<file path="src/rtl/dm_port_arbiter_if.sv">
// Requester-side handshake bundle for one data-memory port.
// The arbiter takes the slave modport; loaders and the CPU stage take master.
interface dm_port_arbiter_if;
  logic        req;
  logic        we;
  logic [31:0] addr;
  logic [31:0] wd;
  logic [31:0] pc;
  logic        ack;
  logic        err;
  logic [31:0] rd;

  modport master (output req, we, addr, wd, pc, input ack, err, rd);
  modport slave  (input req, we, addr, wd, pc, output ack, err, rd);
endinterface

</file>
<file path="src/rtl/dm_port_arbiter.sv">
// Two-port round-robin arbiter/sequencer in front of the single-port data memory.
// Define DM_ARB_TRACE_EN to print committed stores and rejected accesses.
module dm_port_arbiter #(
  parameter int unsigned DM_WORDS   = 1024,
  parameter int unsigned RESET_PRIO = 0
) (
  input  logic        Clock,
  input  logic        Reset,
  dm_port_arbiter_if.slave p0,
  dm_port_arbiter_if.slave p1,
  output logic        mem_we,
  output logic        mem_re,
  output logic [31:0] mem_addr,
  output logic [31:0] mem_wd,
  output logic [31:0] mem_pc,
  input  logic [31:0] mem_rd,
  output logic        busy,
  output logic        grant_id
);

  localparam logic [32:0] AddrLimit = 33'(DM_WORDS) << 2;
  localparam logic        PrioInit  = 1'(RESET_PRIO);

  typedef enum logic [1:0] {StIdle, StAccess, StResp} state_e;

  state_e      state_q, state_d;
  logic        gnt_q, gnt_d, prio_q, prio_d;
  logic        lat_we_q, lat_we_d, lat_err_q, lat_err_d;
  logic [31:0] lat_addr_q, lat_addr_d, lat_wd_q, lat_wd_d, lat_pc_q, lat_pc_d;
  logic        ack0_q, ack0_d, ack1_q, ack1_d, err0_q, err0_d, err1_q, err1_d;
  logic [31:0] rd0_q, rd0_d, rd1_q, rd1_d;

  logic        r0, r1, sel, sel_we;
  logic [31:0] sel_addr, sel_wd, sel_pc, load_data;

  // The port just served in RESP is masked so the other one gets the next slot.
  always_comb begin
    r0 = p0.req & ((state_q == StIdle) | ((state_q == StResp) & gnt_q));
    r1 = p1.req & ((state_q == StIdle) | ((state_q == StResp) & ~gnt_q));
    sel      = (r0 & r1) ? prio_q : r1;
    sel_we   = sel ? p1.we   : p0.we;
    sel_addr = sel ? p1.addr : p0.addr;
    sel_wd   = sel ? p1.wd   : p0.wd;
    sel_pc   = sel ? p1.pc   : p0.pc;
  end

  always_comb begin
    state_d    = state_q;
    gnt_d      = gnt_q;
    prio_d     = prio_q;
    lat_we_d   = lat_we_q;
    lat_err_d  = lat_err_q;
    lat_addr_d = lat_addr_q;
    lat_wd_d   = lat_wd_q;
    lat_pc_d   = lat_pc_q;
    ack0_d     = 1'b0;
    ack1_d     = 1'b0;
    err0_d     = 1'b0;
    err1_d     = 1'b0;
    rd0_d      = rd0_q;
    rd1_d      = rd1_q;
    mem_we     = 1'b0;
    mem_re     = 1'b0;
    mem_addr   = '0;
    mem_wd     = '0;
    mem_pc     = '0;
    load_data  = (~lat_we_q & ~lat_err_q) ? mem_rd : 32'h0;
    unique case (state_q)
      StIdle, StResp: begin
        if (r0 | r1) begin
          state_d    = StAccess;
          gnt_d      = sel;
          lat_we_d   = sel_we;
          lat_addr_d = sel_addr;
          lat_wd_d   = sel_wd;
          lat_pc_d   = sel_pc;
          lat_err_d  = (sel_addr[1:0] != 2'b00) | ({1'b0, sel_addr} >= AddrLimit);
        end else begin
          state_d = StIdle;
        end
      end
      StAccess: begin
        // Strobes are gated by Reset so a reset edge never commits a write.
        mem_we   = lat_we_q & ~lat_err_q & ~Reset;
        mem_re   = ~lat_we_q & ~lat_err_q & ~Reset;
        mem_addr = lat_addr_q;
        mem_wd   = lat_wd_q;
        mem_pc   = lat_pc_q;
        if (gnt_q) begin
          ack1_d = 1'b1;
          err1_d = lat_err_q;
          rd1_d  = load_data;
        end else begin
          ack0_d = 1'b1;
          err0_d = lat_err_q;
          rd0_d  = load_data;
        end
        prio_d  = ~gnt_q;
        state_d = StResp;
      end
      default: state_d = StIdle;
    endcase
  end

  always_ff @(posedge Clock) begin
    if (Reset) begin
      state_q    <= StIdle;
      gnt_q      <= 1'b0;
      prio_q     <= PrioInit;
      lat_we_q   <= 1'b0;
      lat_err_q  <= 1'b0;
      lat_addr_q <= '0;
      lat_wd_q   <= '0;
      lat_pc_q   <= '0;
      ack0_q     <= 1'b0;
      ack1_q     <= 1'b0;
      err0_q     <= 1'b0;
      err1_q     <= 1'b0;
      rd0_q      <= '0;
      rd1_q      <= '0;
    end else begin
      state_q    <= state_d;
      gnt_q      <= gnt_d;
      prio_q     <= prio_d;
      lat_we_q   <= lat_we_d;
      lat_err_q  <= lat_err_d;
      lat_addr_q <= lat_addr_d;
      lat_wd_q   <= lat_wd_d;
      lat_pc_q   <= lat_pc_d;
      ack0_q     <= ack0_d;
      ack1_q     <= ack1_d;
      err0_q     <= err0_d;
      err1_q     <= err1_d;
      rd0_q      <= rd0_d;
      rd1_q      <= rd1_d;
    end
  end

  assign p0.ack   = ack0_q;
  assign p0.err   = err0_q;
  assign p0.rd    = rd0_q;
  assign p1.ack   = ack1_q;
  assign p1.err   = err1_q;
  assign p1.rd    = rd1_q;
  assign busy     = (state_q != StIdle);
  assign grant_id = gnt_q;

`ifdef DM_ARB_TRACE_EN
  always @(posedge Clock) begin
    if (!Reset && state_q == StAccess) begin
      if (lat_we_q && !lat_err_q) begin
        $display("@%08h: *%08h <= %08h", lat_pc_q, lat_addr_q, lat_wd_q);
      end
      if (lat_err_q) begin
        $display("ERR port%0d @%08h addr %08h", gnt_q, lat_pc_q, lat_addr_q);
      end
    end
  end
`else
`endif

endmodule
</file>
<file path="src/flat_wrapper.sv">
// flat-port wrapper written by rule: the top's interface ports become plain ports
module dm_port_arbiter_flat 
#(
  parameter int unsigned DM_WORDS   = 1024,
  parameter int unsigned RESET_PRIO = 0
)
  (Clock, Reset, mem_we, mem_re, mem_addr, mem_wd, mem_pc, mem_rd, busy, grant_id, p0_req, p0_we, p0_addr, p0_wd, p0_pc, p0_ack, p0_err, p0_rd, p1_req, p1_we, p1_addr, p1_wd, p1_pc, p1_ack, p1_err, p1_rd);
  dm_port_arbiter_if p0_i ();
  dm_port_arbiter_if p1_i ();
  input  logic Clock;
  input  logic Reset;
  output logic mem_we;
  output logic mem_re;
  output logic [31:0] mem_addr;
  output logic [31:0] mem_wd;
  output logic [31:0] mem_pc;
  input  logic [31:0] mem_rd;
  output logic busy;
  output logic grant_id;
  input wire logic [$bits(p0_i.req)-1:0] p0_req;
  input wire logic [$bits(p0_i.we)-1:0] p0_we;
  input wire logic [$bits(p0_i.addr)-1:0] p0_addr;
  input wire logic [$bits(p0_i.wd)-1:0] p0_wd;
  input wire logic [$bits(p0_i.pc)-1:0] p0_pc;
  output wire logic [$bits(p0_i.ack)-1:0] p0_ack;
  output wire logic [$bits(p0_i.err)-1:0] p0_err;
  output wire logic [$bits(p0_i.rd)-1:0] p0_rd;
  input wire logic [$bits(p1_i.req)-1:0] p1_req;
  input wire logic [$bits(p1_i.we)-1:0] p1_we;
  input wire logic [$bits(p1_i.addr)-1:0] p1_addr;
  input wire logic [$bits(p1_i.wd)-1:0] p1_wd;
  input wire logic [$bits(p1_i.pc)-1:0] p1_pc;
  output wire logic [$bits(p1_i.ack)-1:0] p1_ack;
  output wire logic [$bits(p1_i.err)-1:0] p1_err;
  output wire logic [$bits(p1_i.rd)-1:0] p1_rd;
  assign p0_i.req = p0_req;
  assign p0_i.we = p0_we;
  assign p0_i.addr = p0_addr;
  assign p0_i.wd = p0_wd;
  assign p0_i.pc = p0_pc;
  assign p0_ack = p0_i.ack;
  assign p0_err = p0_i.err;
  assign p0_rd = p0_i.rd;
  assign p1_i.req = p1_req;
  assign p1_i.we = p1_we;
  assign p1_i.addr = p1_addr;
  assign p1_i.wd = p1_wd;
  assign p1_i.pc = p1_pc;
  assign p1_ack = p1_i.ack;
  assign p1_err = p1_i.err;
  assign p1_rd = p1_i.rd;
  dm_port_arbiter #(.DM_WORDS(DM_WORDS), .RESET_PRIO(RESET_PRIO)) u_core (.Clock(Clock), .Reset(Reset), .p0(p0_i), .p1(p1_i), .mem_we(mem_we), .mem_re(mem_re), .mem_addr(mem_addr), .mem_wd(mem_wd), .mem_pc(mem_pc), .mem_rd(mem_rd), .busy(busy), .grant_id(grant_id));
endmodule
</file>
<file path="config.mk">
export PLATFORM = sky130hd
export DESIGN_NAME = dm_port_arbiter_flat
export DESIGN_NICKNAME = d
export VERILOG_FILES = /design/src/rtl/dm_port_arbiter_if.sv /design/src/rtl/dm_port_arbiter.sv /design/src/flat_wrapper.sv
export SDC_FILE = /design/constraint.sdc
export NUM_CORES = 1
export LEC_CHECK = 0
export ABC_CLOCK_PERIOD_IN_PS = 1700
export CAP_MARGIN = 20
export CORE_AREA = 2 2 153 155
export CTS_CLUSTER_SIZE = 14
export DETAILED_ROUTE_END_ITERATION = 8
export DIE_AREA = 0 0 155 157
export DONT_BUFFER_PORTS = 1
export PLACE_DENSITY_LB_ADDON = 0.12
export SLEW_MARGIN = 10
export SYNTH_ARGS = -nofsm -noshare
export SYNTH_HDL_FRONTEND = slang
export SYNTH_SLANG_ARGS = --single-unit
export TNS_END_PERCENT = 10
</file>
<file path="constraint.sdc">
create_clock -name Clock -period 1.7 [get_ports Clock]
set_input_delay 0.17 -clock Clock [delete_from_list [all_inputs] [get_ports Clock]]
set_output_delay 0.17 -clock Clock [all_outputs]
set_load 0.02 [all_outputs]
</file>
==> results.json, run 1 <==
{
  "drive_above_1_share_pct": 27.2,
  "max_slew_margin_pct": 74.8,
  "grt_max_degree": 138,
  "viasPerCell": 5.52,
  "p_seq_share_pct": 43.5,
  "cts_tree": "built",
  "hold_depth": 1,
  "cts_root_buffer": "clkbuf_16",
  "drv_cap": 0,
  "rows": 55,
  "regToRegSetupSlack_ns": -0.06,
  "yosysWarnings": 0,
  "worstMarginPinSlew_ns": 0.378,
  "track_usage_pct": 18.3,
  "setup.worst_path.start_class": "register",
  "crit_path_start": "u_core.state_q[1]",
  "comb_power_share_pct": 19.3,
  "whs_ns": -0.184,
  "dp.cells": 1046,
  "post-route-drc-count": 0,
  "start_util_pct": 33.2,
  "nNetsFinal": 1059,
  "wl_per_cell_um": 22.1,
  "syn_inst": 806,
  "fp.dieH_um": 157,
  "antenna_found_initial": 1,
  "finalSetupViolCount": 79,
  "skew_ns": 0.0163,
  "htreeDepth": 4,
  "sw_frac_of_total_pct": 30.8,
  "required_ns": 1.53,
  "end_kind": "primary output",
  "setup_tns_ns": -2.16,
  "finalNonFillerCells": 1128,
  "gr-total-overflow": 0,
  "first_global_vias": 5995,
  "p_int_mw": 7.25,
  "worstPathArrival_ns": 1.62,
  "min_from": "Reset",
  "ys_ff_latch": 170,
  "clock-sinks": 170,
  "p_clk_share_pct": 37.1,
  "place.port_buffers": 0,
  "hold_path_class": "in2reg",
  "p_per_area_nw_per_um2": 1080,
  "placed_cell_area_um2": 7920,
  "routabilityCongestion": 0.850,
  "layout_setup_ws_ns": -0.0851,
  "reg2reg_to": "u_core.lat_err_q",
  "place_ws_ns": -0.0480,
  "clock_latency_ns": 0.43,
  "leakagePower_nw": 3.55,
  "fp.coreArea_um2": 22500,
  "syn_nets": 1036,
  "final_max_slew_viol_count": 0,
  "rsz0062_at_grt": "true",
  "yosys.area.top_type": "dfxtp_1",
  "area_delta_synth_final_pct": 29.8,
  "drt_pre_antenna_iters": 4,
  "min_to": "u_core.p0.rd[17]",
  "fin_area_um2": 9690,
  "io_pins": 398,
  "violations": "negative hold slack, negative setup slack",
  "netlist_area_um2": 7460,
  "clk_pin_slew_ns": 0.08,
  "synth_top_cell_area_share_pct": 45.6,
  "cts_hold_buf": 34,
  "dieArea_um2": 24300,
  "die_w_um": 155,
  "num_vias": 6227,
  "dp_hpwl_mm": 16.6,
  "clockBufferDepth": 2,
  "outcome": "finished, violations left",
  "fin_crit_sh_pct": 105,
  "reg2reg_from": "u_core.state_q[1]",
  "reg2reg_depth": 7,
  "p_sw_mw": 3.23,
  "numCtsBuffers": 17,
  "power.total_mw": 10.5,
  "ys_seq_area_share_pct": 45.6,
  "totalWireLength_mm": 24.9,
  "min_period_ns": 1.79,
  "hold_viol": 133,
  "fmax_ghz": 0.560,
  "yosysUniqueCellTypes": 30,
  "grt_first_pass_wirelength_mm": 34.5,
  "detail-route-antenna-nets": 0,
  "cp_max_fo": 8,
  "fin_util_pct": 43.0,
  "avgSynthCellArea_um2": 9.26,
  "initialDrtViolationCount": 327,
  "synth_area_leaders": "dfxtp_1 (46%), mux2i_1 (13%), a211oi_1 (9.8%)",
  "ir_drop_mv": 0.705,
  "criticalPathCategory": "reg2out"
}
## cells in the final DEF, fill, tap and decap left out, types with 2 or more instances in the layout
cell type	n
buf_12	15
clkinv_4	2
buf_6	7
a21oi_2	2
a211oi_2	11
and2_1	2
mux2i_4	4
inv_8	5
a32o_1	32
a211oi_1	86
buf_8	5
nor2_1	102
nand2b_1	3
mux2i_2	21
clkbuf_16	26
nand3_1	33
clkinv_8	5
dlygate4sd3_1	34
buf_4	8
nor3_1	2
dfxtp_2	2
nand4_1	2
dfxtp_1	168
nand2_1	32
buf_16	4
mux2i_1	72
nor4_1	8
and2_2	45
nor3b_2	2
clkinvlp_4	2
or4_1	2
a21oi_1	33
and2_4	51
## layout make-up
type,count,area [µm²]
Tap cell,285,357
Multi-Input combinational cell,558,4130
Timing Repair Buffer,82,1190
Fill cell,2176,12800
Sequential cell,170,3410
Clock inverter,15,179
Antenna cell,1,2.50
Clock buffer,17,425
## worst max path at each step
stage                                        to  slack (ns)  depth (start not counted)
final                              mem_addr[24]       -0.09                          6
after global routing               mem_addr[24]       -0.16                          6
after CTS                             mem_pc[1]       -0.13                          6
after detailed placement       u_core.lat_err_q       -0.05                          6
after global placement       u_core.lat_wd_q[5]       0.005                          6
after floorplan           u_core.lat_addr_q[29]        0.11                          5
## worst max-delay path: stages, from the launching register on
cell     delay [ns]
dfxtp_2        0.33
buf_6          0.12
nor2b_4        0.16
buf_12         0.17
buf_12         0.11
buf_16         0.11
and2_4         0.18
## power by group through the flow
stage	Clock, mW	Combinational [mW]	Sequential, mW
CTS	4.01	1.76	4.55
floorplan	0	1.24	4.57
global route	4.19	2.19	4.60
detailed placement	0	1.58	4.63
finish	3.89	2.03	4.56
global placement	0	1.54	4.62
## sequential cells by signal (all words and copies together) (netlist names)
| name | flops |
|---|---|
| u_core.lat_addr_q | 32 |
| u_core.p0.rd | 32 |
| u_core.grant_id | 1 |
| u_core.lat_wd_q | 32 |
| u_core.p1.rd | 32 |
| u_core.p1.err | 1 |
| u_core.prio_q | 1 |
| u_core.state_q | 2 |
| u_core.lat_err_q | 1 |
| u_core.p0.err | 1 |
| u_core.lat_pc_q | 32 |
| u_core.lat_we_q | 1 |
| u_core.p1.ack | 1 |
| u_core.p0.ack | 1 |
## synth_stat cells
| master | count |
|---|---|
| nor3b_1 | 2 |
| buf_4 | 10 |
| and4bb_1 | 1 |
| buf_6 | 1 |
| dfxtp_1 | 170 |
| nand4_1 | 2 |
| and3_1 | 1 |
| nand2_1 | 33 |
| nor2_1 | 104 |
| and2_1 | 98 |
| nor2b_1 | 1 |
| nor3_1 | 2 |
| nor4_1 | 9 |
| clkbuf_1 | 47 |
| mux2i_1 | 97 |
| nor4b_1 | 1 |
| nor3_4 | 1 |
| a21oi_2 | 1 |
| a32o_1 | 32 |
| nand2b_1 | 3 |
| or4_1 | 2 |
| o21a_1 | 1 |
| nand3_1 | 33 |
| buf_1 | 2 |
| a311oi_1 | 1 |
| or2_2 | 1 |
| a211oi_1 | 97 |
| a21oi_1 | 34 |
| buf_2 | 18 |
| o22ai_1 | 1 |
## kinds of logic (layout without fill, tap and decap cells)
logic type             after synthesis  count (layout)  share of synthesized area [%]
buffers and inverters               78             114                           4.83
other                                0               1                              0
DFF                                170             170                           45.6
AOI/OAI and AO/OA                  167             167                           16.8
and+or+nand+nor                    294             294                           19.8
muxes                               97              97                           13.0
## what timing repair did
action | in CTS | in global routing
cloned | 1 | 9
pin swaps | 73 | 28
setup endpoints to repair | 124 | 196
resized for setup | 133 | 88
buffers inserted | 3 | 2
hold endpoints to repair | 168 | 134
## layer usage
metal / vias up / share of wire, % / GRT usage (%)
met5: - / 0 / 0
met4: 0 / 1.7 / 5.51
met3: 27 / 8.6 / 6.36
met2: 291 / 51 / 33.2
met1: 2976 / 38 / 20.1
li1: 2933 / - / -
(Power assumes the default switching activity.)
==> run 2: changes to the inputs <==
--- a/config.mk
+++ b/config.mk
@@ -13,6 +13,7 @@
 export DIE_AREA = 0 0 155 157
 export DONT_BUFFER_PORTS = 1
 export PLACE_DENSITY_LB_ADDON = 0.12
+export SKIP_LAST_GASP = 1
 export SLEW_MARGIN = 10
 export SYNTH_ARGS = -nofsm -noshare
 export SYNTH_HDL_FRONTEND = slang
==> run 2 against run 1 <==
  * The run still ends with negative hold slack, negative setup slack left
  * Clock skew fell by 0.0011 ns
  * Worst hold slack improved by 0.0097 ns
  * Global-route usage fell by 0.061 points
  * Sequential power about the same
==> results.json, run 2 (same netlist as run 1, synthesis figures left out) <==
{
  "outcome": "finished, violations left",
  "violations": "negative hold slack, negative setup slack",
  "drv_cap": 0,
  "clk_pin_slew_ns": 0.08,
  "numCtsBuffers": 17,
  "ir_drop_mv": 0.703,
  "min_from": "Reset",
  "final_common_cell": "dfxtp_1",
  "finalSetupViolCount": 113,
  "criticalPathCategory": "reg2out",
  "first_global_vias": 6014,
  "htreeDepth": 4,
  "fmax_ghz": 0.551,
  "die_w_um": 155,
  "rsz0062_at_grt": "true",
  "placed_cell_area_um2": 7920,
  "drive_above_1_share_pct": 15.2,
  "fin_crit_sh_pct": 107,
  "clock_latency_ns": 0.43,
  "grt_first_pass_wirelength_mm": 34.3,
  "num_vias": 6245,
  "antenna_found_initial": 1,
  "wl_per_cell_um": 21.9,
  "nNetsFinal": 1059,
  "end_kind": "primary output",
  "start_util_pct": 33.2,
  "min_to": "u_core.p0.rd[17]",
  "place.port_buffers": 0,
  "min_period_ns": 1.81,
  "skew_ns": 0.0153,
  "worstPathArrival_ns": 1.64,
  "io_pins": 398,
  "final_max_slew_viol_count": 0,
  "detail-route-antenna-nets": 0,
  "layout_setup_ws_ns": -0.115,
  "dp_hpwl_mm": 16.6,
  "required_ns": 1.53,
  "fp.dieH_um": 157,
  "setup_tns_ns": -5.94,
  "p_per_area_nw_per_um2": 1110,
  "drt_pre_antenna_iters": 6,
  "initialDrtViolationCount": 361,
  "worstMarginPinSlew_ns": 0.370,
  "grt_max_degree": 138,
  "rows": 55,
  "clockBufferDepth": 2,
  "hold_depth": 1,
  "cp_max_fo": 33,
  "fin_util_pct": 41.3,
  "hold_path_class": "in2reg",
  "clock-sinks": 170,
  "track_usage_pct": 18.2,
  "leakagePower_nw": 3.41,
  "mostFrequentLayoutCells": "dfxtp_1 (168), nor2_1 (102), mux2i_1 (93)",
  "dieArea_um2": 24300,
  "cts_root_buffer": "clkbuf_16",
  "cts_hold_buf": 34,
  "reg2reg_to": "u_core.lat_err_q",
  "setup.worst_path.start_class": "register",
  "routabilityCongestion": 0.850,
  "reg2reg_depth": 8,
  "whs_ns": -0.175,
  "max_slew_margin_pct": 74.6,
  "viasPerCell": 5.54,
  "area_delta_synth_final_pct": 24.6,
  "regToRegSetupSlack_ns": -0.11,
  "cts_tree": "built",
  "reg2reg_from": "u_core.state_q[1]",
  "place_ws_ns": -0.0480,
  "hold_viol": 133,
  "fp.coreArea_um2": 22500,
  "fin_area_um2": 9300,
  "gr-total-overflow": 0,
  "totalWireLength_mm": 24.7,
  "post-route-drc-count": 0
}
## run 2: cell count changes in the layout (fill, tap and decap cells not counted), moves of 2 or more
cell       previous run  this run
clkbuf_16            26        21
mux2i_1              72        93
and2_2               45         8
buf_16                4         1
buf_4                 8        15
and2_1                2        78
mux2i_4               4         0
buf_6                 7         4
a211oi_1             86        88
mux2i_2              21         4
a211oi_2             11         9
and2_4               51        12
buf_12               15        19
## run 2: final cells by class
type	instances	area, µm²
Fill cell	2204	13200
Multi-Input combinational cell	558	3850
Sequential cell	170	3410
Timing Repair Buffer	82	1080
Clock buffer	17	425
Tap cell	285	357
Clock inverter	15	179
Antenna cell	1	2.50
## run 2: layer usage
metal	vias up	global-route usage, %	share of wire [%]
met1	2979	20.1	38
met2	289	33.1	51
met3	35	6.33	8.6
li1	2942	-	-
met4	0	5.42	2.1
met5	-	0	0
## run 2: repair_timing
| item | 4_1_cts | 5_1_grt |
|---|---|---|
| gates resized for setup | 36 | 34 |
| buffers inserted | 3 | 4 |
| hold endpoints to repair | 168 | 134 |
| gates cloned | 1 | 7 |
| pin swaps | 2 | 18 |
| endpoints found under the setup margin | 124 | 197 |
## run 2: worst max-delay path, stage by stage, from the launching register on
cell	delay, ns
dfxtp_2	0.33
buf_6	0.12
nor2b_4	0.17
buf_12	0.14
buf_12	0.16
and2_1	0.29
## run 2: metrics by stage
step	cells	total power, mW
6_report	1128	10.3
5_1_grt	1128	10.8
4_1_cts	1116	10.3
3_5_place_dp	1046	6.22
3_3_place_gp	1046	6.16
2_1_floorplan	806	5.81
## run 2: how the worst max path moves through the flow
stage	from	slack, ns	cells past startpoint	endpoint
finish	u_core.state_q[1]	-0.11	5	mem_wd[9]
global route	u_core.state_q[1]	-0.20	5	mem_pc[2]
CTS	u_core.state_q[1]	-0.15	5	mem_wd[26]
detailed placement	u_core.state_q[1]	-0.05	6	u_core.lat_err_q
global placement	u_core.state_q[1]	0.005	6	u_core.lat_wd_q[5]
floorplan	u_core.grant_id	0.11	5	u_core.lat_addr_q[29]
## run 2: power by group
group | switching (mW) | internal, mW
sequential | 0.241 | 4.31
combinational | 1.06 | 0.823
clock | 1.91 | 1.99
